File: src/rtl/dense_logits.sv
// Purpose     : final fully-connected classifier layer, scores[n] = sat((bias[n]<<F + sum_k w[n][k]*x[k]) >>> F), one shared MAC.
// Latency     : each feature costs 1+VALUES cycles; out_valid rises VALUES+1 edges after the last feature is accepted.
// Backpressure: in_ready drops while MACs run and while scores wait in S_OUT; scores hold until out_valid&&out_ready.
// Ports:
//   clk, rst_n                    clock, asynchronous active-low reset
//   in_data/in_valid/in_ready     signed feature stream, one feature per handshake
//   wr_en/wr_addr/wr_data         weight (n*INPUTS+k) and bias (VALUES*INPUTS+n) write port, usable in any state
//   scores/out_valid/out_ready    signed saturated class scores with valid/ready handshake
module dense_logits #(
    parameter int VALUES    = 3,
    parameter int DATA_SIZE = 8,
    parameter int INPUTS    = 4,
    parameter int FRAC_BITS = 4,
    parameter int ACC_SIZE  = 24,
    parameter int ADDR_W    = $clog2(VALUES*INPUTS+VALUES)
) (
    input  logic                        clk,
    input  logic                        rst_n,
    input  logic signed [DATA_SIZE-1:0] in_data,
    input  logic                        in_valid,
    output logic                        in_ready,
    input  logic                        wr_en,
    input  logic        [ADDR_W-1:0]    wr_addr,
    input  logic signed [DATA_SIZE-1:0] wr_data,
    output logic signed [DATA_SIZE-1:0] scores [0:VALUES-1],
    output logic                        out_valid,
    input  logic                        out_ready
);

    localparam int NW  = (VALUES > 1) ? $clog2(VALUES) : 1;
    localparam int KW  = (INPUTS > 1) ? $clog2(INPUTS) : 1;
    localparam int NWT = VALUES*INPUTS;
    localparam int PW  = 2*DATA_SIZE;

    localparam logic [NW-1:0] N_LAST = NW'(VALUES-1);
    localparam logic [KW-1:0] K_LAST = KW'(INPUTS-1);
    localparam logic signed [ACC_SIZE-1:0] SAT_MAX = ACC_SIZE'((2**(DATA_SIZE-1))-1);
    localparam logic signed [ACC_SIZE-1:0] SAT_MIN = ACC_SIZE'(-(2**(DATA_SIZE-1)));

    typedef enum logic [1:0] {S_ACC, S_MAC, S_FIN, S_OUT} state_t;

    state_t                        state_q, state_d;
    logic [KW-1:0]                 k_q, k_d;
    logic [NW-1:0]                 n_q, n_d;
    logic                          out_valid_q, out_valid_d;
    logic signed [DATA_SIZE-1:0]   x_q;
    logic signed [DATA_SIZE-1:0]   w_q      [NWT];
    logic signed [DATA_SIZE-1:0]   b_q      [VALUES];
    logic signed [ACC_SIZE-1:0]    acc_q    [VALUES];
    logic signed [DATA_SIZE-1:0]   scores_q [VALUES];

    logic signed [DATA_SIZE-1:0]   w_sel, b_sel;
    logic signed [ACC_SIZE-1:0]    acc_sel, base, acc_d;
    logic signed [PW-1:0]          prod;
    logic signed [ACC_SIZE-1:0]    acc_sh   [VALUES];
    logic signed [DATA_SIZE-1:0]   sat_val  [VALUES];

    // ------------------------------------------------------------------
    // Control FSM
    // ------------------------------------------------------------------
    always_comb begin
        state_d     = state_q;
        k_d         = k_q;
        n_d         = n_q;
        out_valid_d = out_valid_q;
        case (state_q)
            S_ACC: begin
                if (in_valid) begin
                    state_d = S_MAC;
                    n_d     = '0;
                end
            end
            S_MAC: begin
                if (n_q == N_LAST) begin
                    n_d = '0;
                    if (k_q == K_LAST) begin
                        state_d = S_FIN;
                    end else begin
                        k_d     = k_q + 1'b1;
                        state_d = S_ACC;
                    end
                end else begin
                    n_d = n_q + 1'b1;
                end
            end
            S_FIN: begin
                k_d         = '0;
                out_valid_d = 1'b1;
                state_d     = S_OUT;
            end
            S_OUT: begin
                if (out_ready) begin
                    out_valid_d = 1'b0;
                    state_d     = S_ACC;
                end
            end
            default: state_d = S_ACC;
        endcase
    end

    always_ff @(posedge clk or negedge rst_n) begin
        if (!rst_n) begin
            state_q     <= S_ACC;
            k_q         <= '0;
            n_q         <= '0;
            out_valid_q <= 1'b0;
            x_q         <= '0;
        end else begin
            state_q     <= state_d;
            k_q         <= k_d;
            n_q         <= n_d;
            out_valid_q <= out_valid_d;
            if (state_q == S_ACC && in_valid) begin
                x_q <= in_data;
            end
        end
    end

    // ------------------------------------------------------------------
    // Weight / bias storage; out-of-range addresses match no register
    // ------------------------------------------------------------------
    always_ff @(posedge clk or negedge rst_n) begin
        if (!rst_n) begin
            for (int i = 0; i < NWT; i++) begin
                w_q[i] <= '0;
            end
            for (int i = 0; i < VALUES; i++) begin
                b_q[i] <= '0;
            end
        end else if (wr_en) begin
            for (int i = 0; i < NWT; i++) begin
                if (wr_addr == ADDR_W'(i)) begin
                    w_q[i] <= wr_data;
                end
            end
            for (int i = 0; i < VALUES; i++) begin
                if (wr_addr == ADDR_W'(NWT+i)) begin
                    b_q[i] <= wr_data;
                end
            end
        end
    end

    // ------------------------------------------------------------------
    // Shared MAC: operand select by (n, k), full-width product
    // ------------------------------------------------------------------
    always_comb begin
        w_sel   = '0;
        b_sel   = '0;
        acc_sel = '0;
        for (int n = 0; n < VALUES; n++) begin
            if (n_q == NW'(n)) begin
                b_sel   = b_q[n];
                acc_sel = acc_q[n];
                for (int k = 0; k < INPUTS; k++) begin
                    if (k_q == KW'(k)) begin
                        w_sel = w_q[n*INPUTS+k];
                    end
                end
            end
        end
    end

    // Operands are sign-extended to the product width first so the
    // multiply never truncates; the true product always fits in PW bits.
    assign prod = $signed({{DATA_SIZE{x_q[DATA_SIZE-1]}}, x_q})
                * $signed({{DATA_SIZE{w_sel[DATA_SIZE-1]}}, w_sel});

    // The first feature seeds the sum with the bias aligned to the
    // weight's fractional point; later features extend the running sum.
    assign base  = (k_q == '0)
                 ? ($signed({{(ACC_SIZE-DATA_SIZE){b_sel[DATA_SIZE-1]}}, b_sel}) <<< FRAC_BITS)
                 : acc_sel;
    assign acc_d = base + $signed({{(ACC_SIZE-PW){prod[PW-1]}}, prod});

    // Arithmetic shift floors toward -inf, then clamp to the score range.
    always_comb begin
        for (int i = 0; i < VALUES; i++) begin
            acc_sh[i]  = acc_q[i] >>> FRAC_BITS;
            sat_val[i] = acc_sh[i][DATA_SIZE-1:0];
            if (acc_sh[i] > SAT_MAX) begin
                sat_val[i] = SAT_MAX[DATA_SIZE-1:0];
            end else if (acc_sh[i] < SAT_MIN) begin
                sat_val[i] = SAT_MIN[DATA_SIZE-1:0];
            end
        end
    end

    always_ff @(posedge clk or negedge rst_n) begin
        if (!rst_n) begin
            for (int i = 0; i < VALUES; i++) begin
                acc_q[i]    <= '0;
                scores_q[i] <= '0;
            end
        end else begin
            for (int i = 0; i < VALUES; i++) begin
                if (state_q == S_MAC && n_q == NW'(i)) begin
                    acc_q[i] <= acc_d;
                end
                if (state_q == S_FIN) begin
                    scores_q[i] <= sat_val[i];
                end
            end
        end
    end

    assign in_ready  = (state_q == S_ACC);
    assign out_valid = out_valid_q;
    assign scores    = scores_q;

endmodule

File: config.mk
export PLATFORM = sky130hd
export DESIGN_NAME = dense_logits
export DESIGN_NICKNAME = d
export VERILOG_FILES = /design/src/rtl/dense_logits.sv
export SDC_FILE = /design/constraint.sdc
export NUM_CORES = 1
export LEC_CHECK = 0
export CORE_ASPECT_RATIO = 0.9
export CORE_UTILIZATION = 46
export DETAILED_ROUTE_END_ITERATION = 8
export MAX_ROUTING_LAYER = met4
export SETUP_SLACK_MARGIN = 0.02
export SYNTH_ARGS = -nofsm -noshare
export SYNTH_HDL_FRONTEND = slang
export SYNTH_SLANG_ARGS = --single-unit
export TNS_END_PERCENT = 100
File: constraint.sdc
create_clock -name clk -period 7.9 [get_ports clk]
set_input_delay 1.185 -clock clk [delete_from_list [all_inputs] [get_ports clk]]
set_output_delay 1.185 -clock clk [all_outputs]
set_load 0.1 [all_outputs]
== Word level (Yosys, flattened, before mapping) ==
Index checks and enable logic that the tools add are counted.

* Register bits after elaboration: 231
* Word-level logic and storage cells: 133
* Output and inout bits: 26
* Bits of input ports: 25

* Muxes and demuxes: 41
* Multipliers: 1
* Reduce and logical (&&, ||, !) cells: 30
* $lt $le $gt $ge: 6
* Equality and inequality tests: 26
* Add/sub/neg operators: 3

{| class="wikitable"
|+ Operator list
! kind !! count
|-
| $mux W8 || 24
|-
| $mux W24 || 4
|-
| $gt A20 B8 Y1 const B || 3
|-
| $lt A20 B8 Y1 const B || 3
|-
| $reduce_and A2 Y1 || 17
|-
| $eq A4 B4 Y1 const B || 7
|-
| $add A24 B16 Y24 || 1
|-
| $eq A4 B3 Y1 const B || 4
|-
| $mul A8 B8 Y16 || 1
|-
| $mux W2 || 8
|-
| $eq A2 B2 Y1 const B || 5
|-
| $eq A4 B2 Y1 const B || 2
|-
| $pmux W2 S2 || 2
|-
| $pmux W2 S4 || 1
|-
| $eq A2 B1 Y1 const B || 3
|-
| $logic_not A2 Y1 || 3
|-
| $ne A2 B2 Y1 const B || 3
|-
| $reduce_and A3 Y1 || 2
|-
| $reduce_bool A2 Y1 || 3
|-
| $add A2 B1 Y2 const B || 2
|-
| $eq A4 B1 Y1 const B || 1
|-
| $logic_and A1 B1 Y1 || 4
|-
| $logic_not A4 Y1 || 1
|-
| $ne A2 B1 Y1 const B || 1
|-
| 2 further kinds || 2
|}

== Longest topological paths before layout ==
* Word-level depth: 18
* Gate-level depth with buffers: 30
* Depth with buffers taken out: 28

== Worst setup path before layout ==
OpenSTA, ideal clock, no wires.

* Path kind: register to register
* Start point: reg k_q[0]
* End point: reg acc_q[20] (netlist bit)
* Data required time: 7.765 ns
* Arrival: 6.900 ns
* Setup slack: 0.865 ns
* Stages on the path, launching flop included: 29
* Buffers on the path: 2
* Library setup time: 0.135 ns
* Period minus slack after synthesis: 7.035 ns
* Cells stage by stage: dfrtp_1 inv_1 ha_1 buf_2 inv_2 buf_2 nor2_1 nor3_1 a21oi_1 o22ai_1 nor2_1 a31oi_1 and2_1 fa_1 fa_1 inv_1 fa_1 inv_1 fa_1 ha_1 ha_1 o21a_1 o21ai_0 nand2b_1 a2111oi_4 nor2_2 a211oi_4 mux2i_1 o311ai_1

* Word-level cells in the longest chain between the ends: 18
* Elaborated cells between the ends (all ways): 22
* Those cells by class: add/sub (1); mul (1); eq/ne (3); mux (16); reduce/logical (1)

{| class="wikitable"
|+ Ends and longest elaborated chain
! element !! RTL line !! source
|-
| start: declaration || 43 || <nowiki>logic [KW-1:0] k_q, k_d;</nowiki>
|-
| start signal: assignment || 110 || <nowiki>k_q <= k_d;</nowiki>
|-
| $logic_not A2 Y1 || 156, 171 ||
|-
| $mux W8 (4 in a row) || 156 || <nowiki>if (k_q == KW'(k)) begin</nowiki>
|-
| $mux W8 || 152 || <nowiki>if (n_q == NW'(n)) begin</nowiki>
|-
| $mux W8 (4 in a row) || 156 ||
|-
| $mux W8 || 152 ||
|-
| $mux W8 (4 in a row) || 156 ||
|-
| $mux W8 || 152 ||
|-
| $mul A8 B8 Y16 || 167 || <nowiki>* $signed({{DATA_SIZE{w_sel[DATA_SIZE-1]}}, w_sel});</nowiki>
|-
| $add A24 B16 Y24 (*) || 174 || <nowiki>assign acc_d = base + $signed({{(ACC_SIZE-PW){prod[PW-1]}}, prod});</nowiki>
|-
| end signal: indexed assignment || 192 || <nowiki>acc_q[i] <= '0;</nowiki>
|-
| end signal: indexed assignment || 198 || <nowiki>acc_q[i] <= acc_d;</nowiki>
|-
| end: declaration || 49 || <nowiki>logic signed [ACC_SIZE-1:0] acc_q [VALUES];</nowiki>
|}

Mark *: on every way between the ends. The rest lies on a longest branch, timed or not.
A chain may end at the register's enable or synchronous reset.

== Worst setup path in the final report ==
* Start point: reg k_q[1]
* End point: reg acc_q[22] (netlist bit)

Same word-level chain as after synthesis.

==> flow_summary.yaml <==
status:
  status: "complete, but fails checks"
  violations: "DRC"
logic_synthesis:
  synth.cell_area_um2: 15000
  ys_types: 66
  synth_adder_area_share: 0.187
  synthMuxAreaShare: 0.125
  syn_area_per_cell_um2: 10.2
  synth-seq-area-share: 0.385
  synthXorXnorAreaFrac: 0.0139
  synthFlopType: "dfrtp_1"
  synth_simple_gate_area_share: 0.124
  synthesis.nets: 1658
  async_reset_ff_frac: 1.00
  synth_compound_area_frac: 0.112
  syn_inst: 1471
  ys_ff_latch: 231
  synth_edf_count: 0
  synth_top_family_by_area: "adder cells"
  yosysWarnings: 0
placed_design:
  io_buffers: 50
  routabilityCongestion: 0.934
  preCtsSetupSlack_ns: 0.303
  hpwl_mm: 28.5
clock_tree:
  cts_sinks: 231
  clk_pin_slew_ns: 0.06
  postCtsSetupRepairBufs: 0
  cts_root_buf: "clkbuf_16"
  cts_tree: "done"
  cts_buffers: 26
  clk_latency_ns: 0.54
  clockBufferDepth: 3
  htreeDepth: 1
  cts_hold_buffers: 0
floorplan:
  coreArea_um2: 32000
  io_pins: 51
  die_h_um: 173
  die_area_um2: 33400
  die_w_um: 193
  initial_core_util: 0.469
  std_cell_rows: 62
sta:
  slew_headroom: 0.264
  period_minus_slack_ns: 7.47
  max_freq_mhz: 134
  fin_tns_setup_ns: 0
  worst_slew_pin_slew_ns: 1.10
  min_period_over_period: 0.945
  setup_violations: 0
  fin_ws_ns: 0.432
  skew_ns: 0.0215
  holdWs_ns: 0.469
  report.final.slew_viol_count: 0
  rsz0062_at_grt: "no"
  finalHoldViolations: 0
global_route:
  antenna_found_initial: 0
  grt_usage: 0.251
  grt_pass1_wl_mm: 62.9
  grt_max_degree: 90
  grt.overflow.total: 0
  grt_pass1_vias: 10800
drt:
  postRouteAntennaNets: 0
  drt_iter0_markers: 852
  num_vias: 10800
  drc: 12
  viasPerCell: 5.58
  dr.pass1.iters: 9
  wirelength_mm: 39.1
  post_drt_wl_per_cell_um: 20.2
worst_setup_path:
  path_max_fanout: 18
  rr_endpoint: "acc_q[22]"
  reg2regPathDepth: 24
  cp_data_arrival_time_ns: 7.92
  cpMostUsedCell: "fa_1"
  r2r_slack_ns: 0.43
  startpoint_type: "flop"
  cp.required_ns: 8.36
  cpMaxStageDelayCell: "fa_1"
  path_buf_inv: 5
  crit_family: "adder cells"
  criticalPathCategory: "reg2reg"
  regToRegStartpoint: "k_q[1]"
  path_cells: "inv_1 > ha_1 > buf_4 > nor2b_1 > buf_4 > a221o_1 > o21ai_0 > o21ai_0 > a21oi_1 > o21ai_4 > and2_1 > fa_1 > inv_1 > fa_1 > clkinvlp_4 > fa_1 > fa_1 > ha_1 > ha_1 > o21ai_0 > nor2_1 > a211oi_2 > or4_1 > nand3_1"
  critPathMaxStageDelay_ns: 0.69
  cp-end-kind: "flop"
hold_path:
  hold_start: "out_valid"
  hold_end: "out_valid"
  hold_class: "reg2reg"
  hold_depth: 2
layout:
  areaGrowthSynthToFinish_pct: 12.5
  nets: 1685
  multiInputGateArea_um2: 8510
  seq_area_um2: 5780
  drive_above_1_share: 0.157
  insertedDiodeCount: 0
  num-fill-cells: 2893
flow_run:
  cap_violations: 0
[flip-flops by register name, indices dropped and copies added, names as in the netlist, named ones only]
signal,flops
acc_q,72
state_q,1
scores,24
x_q,8
k_q,2
b_q,24
w_q,96
n_q,2
out_valid,1
[layout make-up]
type                       instances  area share
multi-input combinational       1039       0.504
sequential                       231       0.342
clock buffer                      38      0.0472
timing repair buffer              76      0.0424
tap                              416      0.0308
inverter                         124      0.0278
clock inverter                     9     0.00607
[tightest hold or removal path, cell delays in order, from the launching register on]
cell and delay [ns]:
dfrtp_1 0.34, nand2_1 0.05, nand2_1 0.05
[synth_stat cells, drive strengths merged (2+ instances only)]
master     n  area [um^2]
a2111oi    2         37.5
a211oi    11          100
a21o       7         52.6
a21oi     65          337
a221o     11          110
a221oi    15          155
a22o       4         35.0
a311o      2         20.0
a31oi      7         43.8
and2      14         87.6
and3       2         12.5
buf       30          144
clkbuf    47          176
dfrtp    231         5780
fa       105         2100
ha        57          713
inv      124          465
mux2     135         1520
mux2i     31          310
mux4       2         45.0
nand2    214          803
nand2b    11         68.8
nand3     10         50.1
nand3b     7         52.6
nand4     10         68.8
nor2      97          367
nor2b     25          156
nor3       9         45.0
nor4       9         56.3
o21a       2         15.0
o21ai    114          578
o22ai      6         43.8
o311ai     5         51.3
o31ai      6         45.0
or2        6         37.5
or3        5         31.3
or4        3         22.5
xnor2     13          121
xor2      10         87.6
[per-stage QoR]
| stage | instance area (um^2) | utilization | instances |
|---|---|---|---|
| 6_report | 16900 | 0.528 | 1933 |
| 5_1_grt | 16900 | 0.528 | 1933 |
| 4_1_cts | 16800 | 0.526 | 1933 |
| 3_5_place_dp | 15900 | 0.498 | 1886 |
| 3_3_place_gp | 15900 | 0.498 | 1886 |
| 2_1_floorplan | 15000 | - | 1471 |
[layer usage]
metal  GRT usage  up-vias  wire (um)
met2       0.373      235      17700
met1       0.376     5488      19300
met3      0.0267       33       1510
met4      0.0420        0        583
li1            -     5029          -
met5           -        -          0
[worst max path at each step]
stage                     startpoint   endpoint  slack (ns)  cells after the start
after floorplan               k_q[0]  acc_q[20]        0.86                     28
after global placement        k_q[0]  acc_q[21]        0.41                     26
after detailed placement      k_q[0]  acc_q[21]        0.30                     25
after CTS                     k_q[0]  acc_q[21]        0.27                     25
after global routing          k_q[1]  acc_q[44]        0.02                     26
final                         k_q[1]  acc_q[22]        0.43                     24
[cell families (layout without fill, tap and decap cells)]
family	count (synthesis)	in the layout
AND/OR/NAND/NOR	423	423
AO/OA/AOI/OAI	263	263
flip-flops	231	231
buffers and inverters	201	247
multiplexers	168	168
XOR/XNOR	23	23
adder cells (fa/ha/maj)	162	162
[repair_timing]
item,4_1_cts,5_1_grt
resized for setup,0,11
hold endpoints to repair,0,0
endpoints found under the setup margin,0,20
[cell usage in the layout, fill, tap and decap left out, types with 12 or more instances in the layout]
master           synthesis  layout
dfrtp_1                231     230
nand2_1                214     214
mux2_2                 134     134
inv_1                  123     122
fa_1                   105     105
o21ai_0                101     100
nor2_1                  96      96
a21oi_1                 62      62
ha_1                    57      56
clkdlybuf4s50_1          0      49
mux2i_1                 31      31
clkbuf_16                0      27
nor2b_1                 25      24
buf_4                    2      24
and2_1                  14      14
o21ai_1                 11      12
a221oi_1                13      12
xnor2_1                 12      12
Power is left out: the tool's default activity adds up to more than one toggle a clock period on the data nets, which glitch-free logic cannot reach.
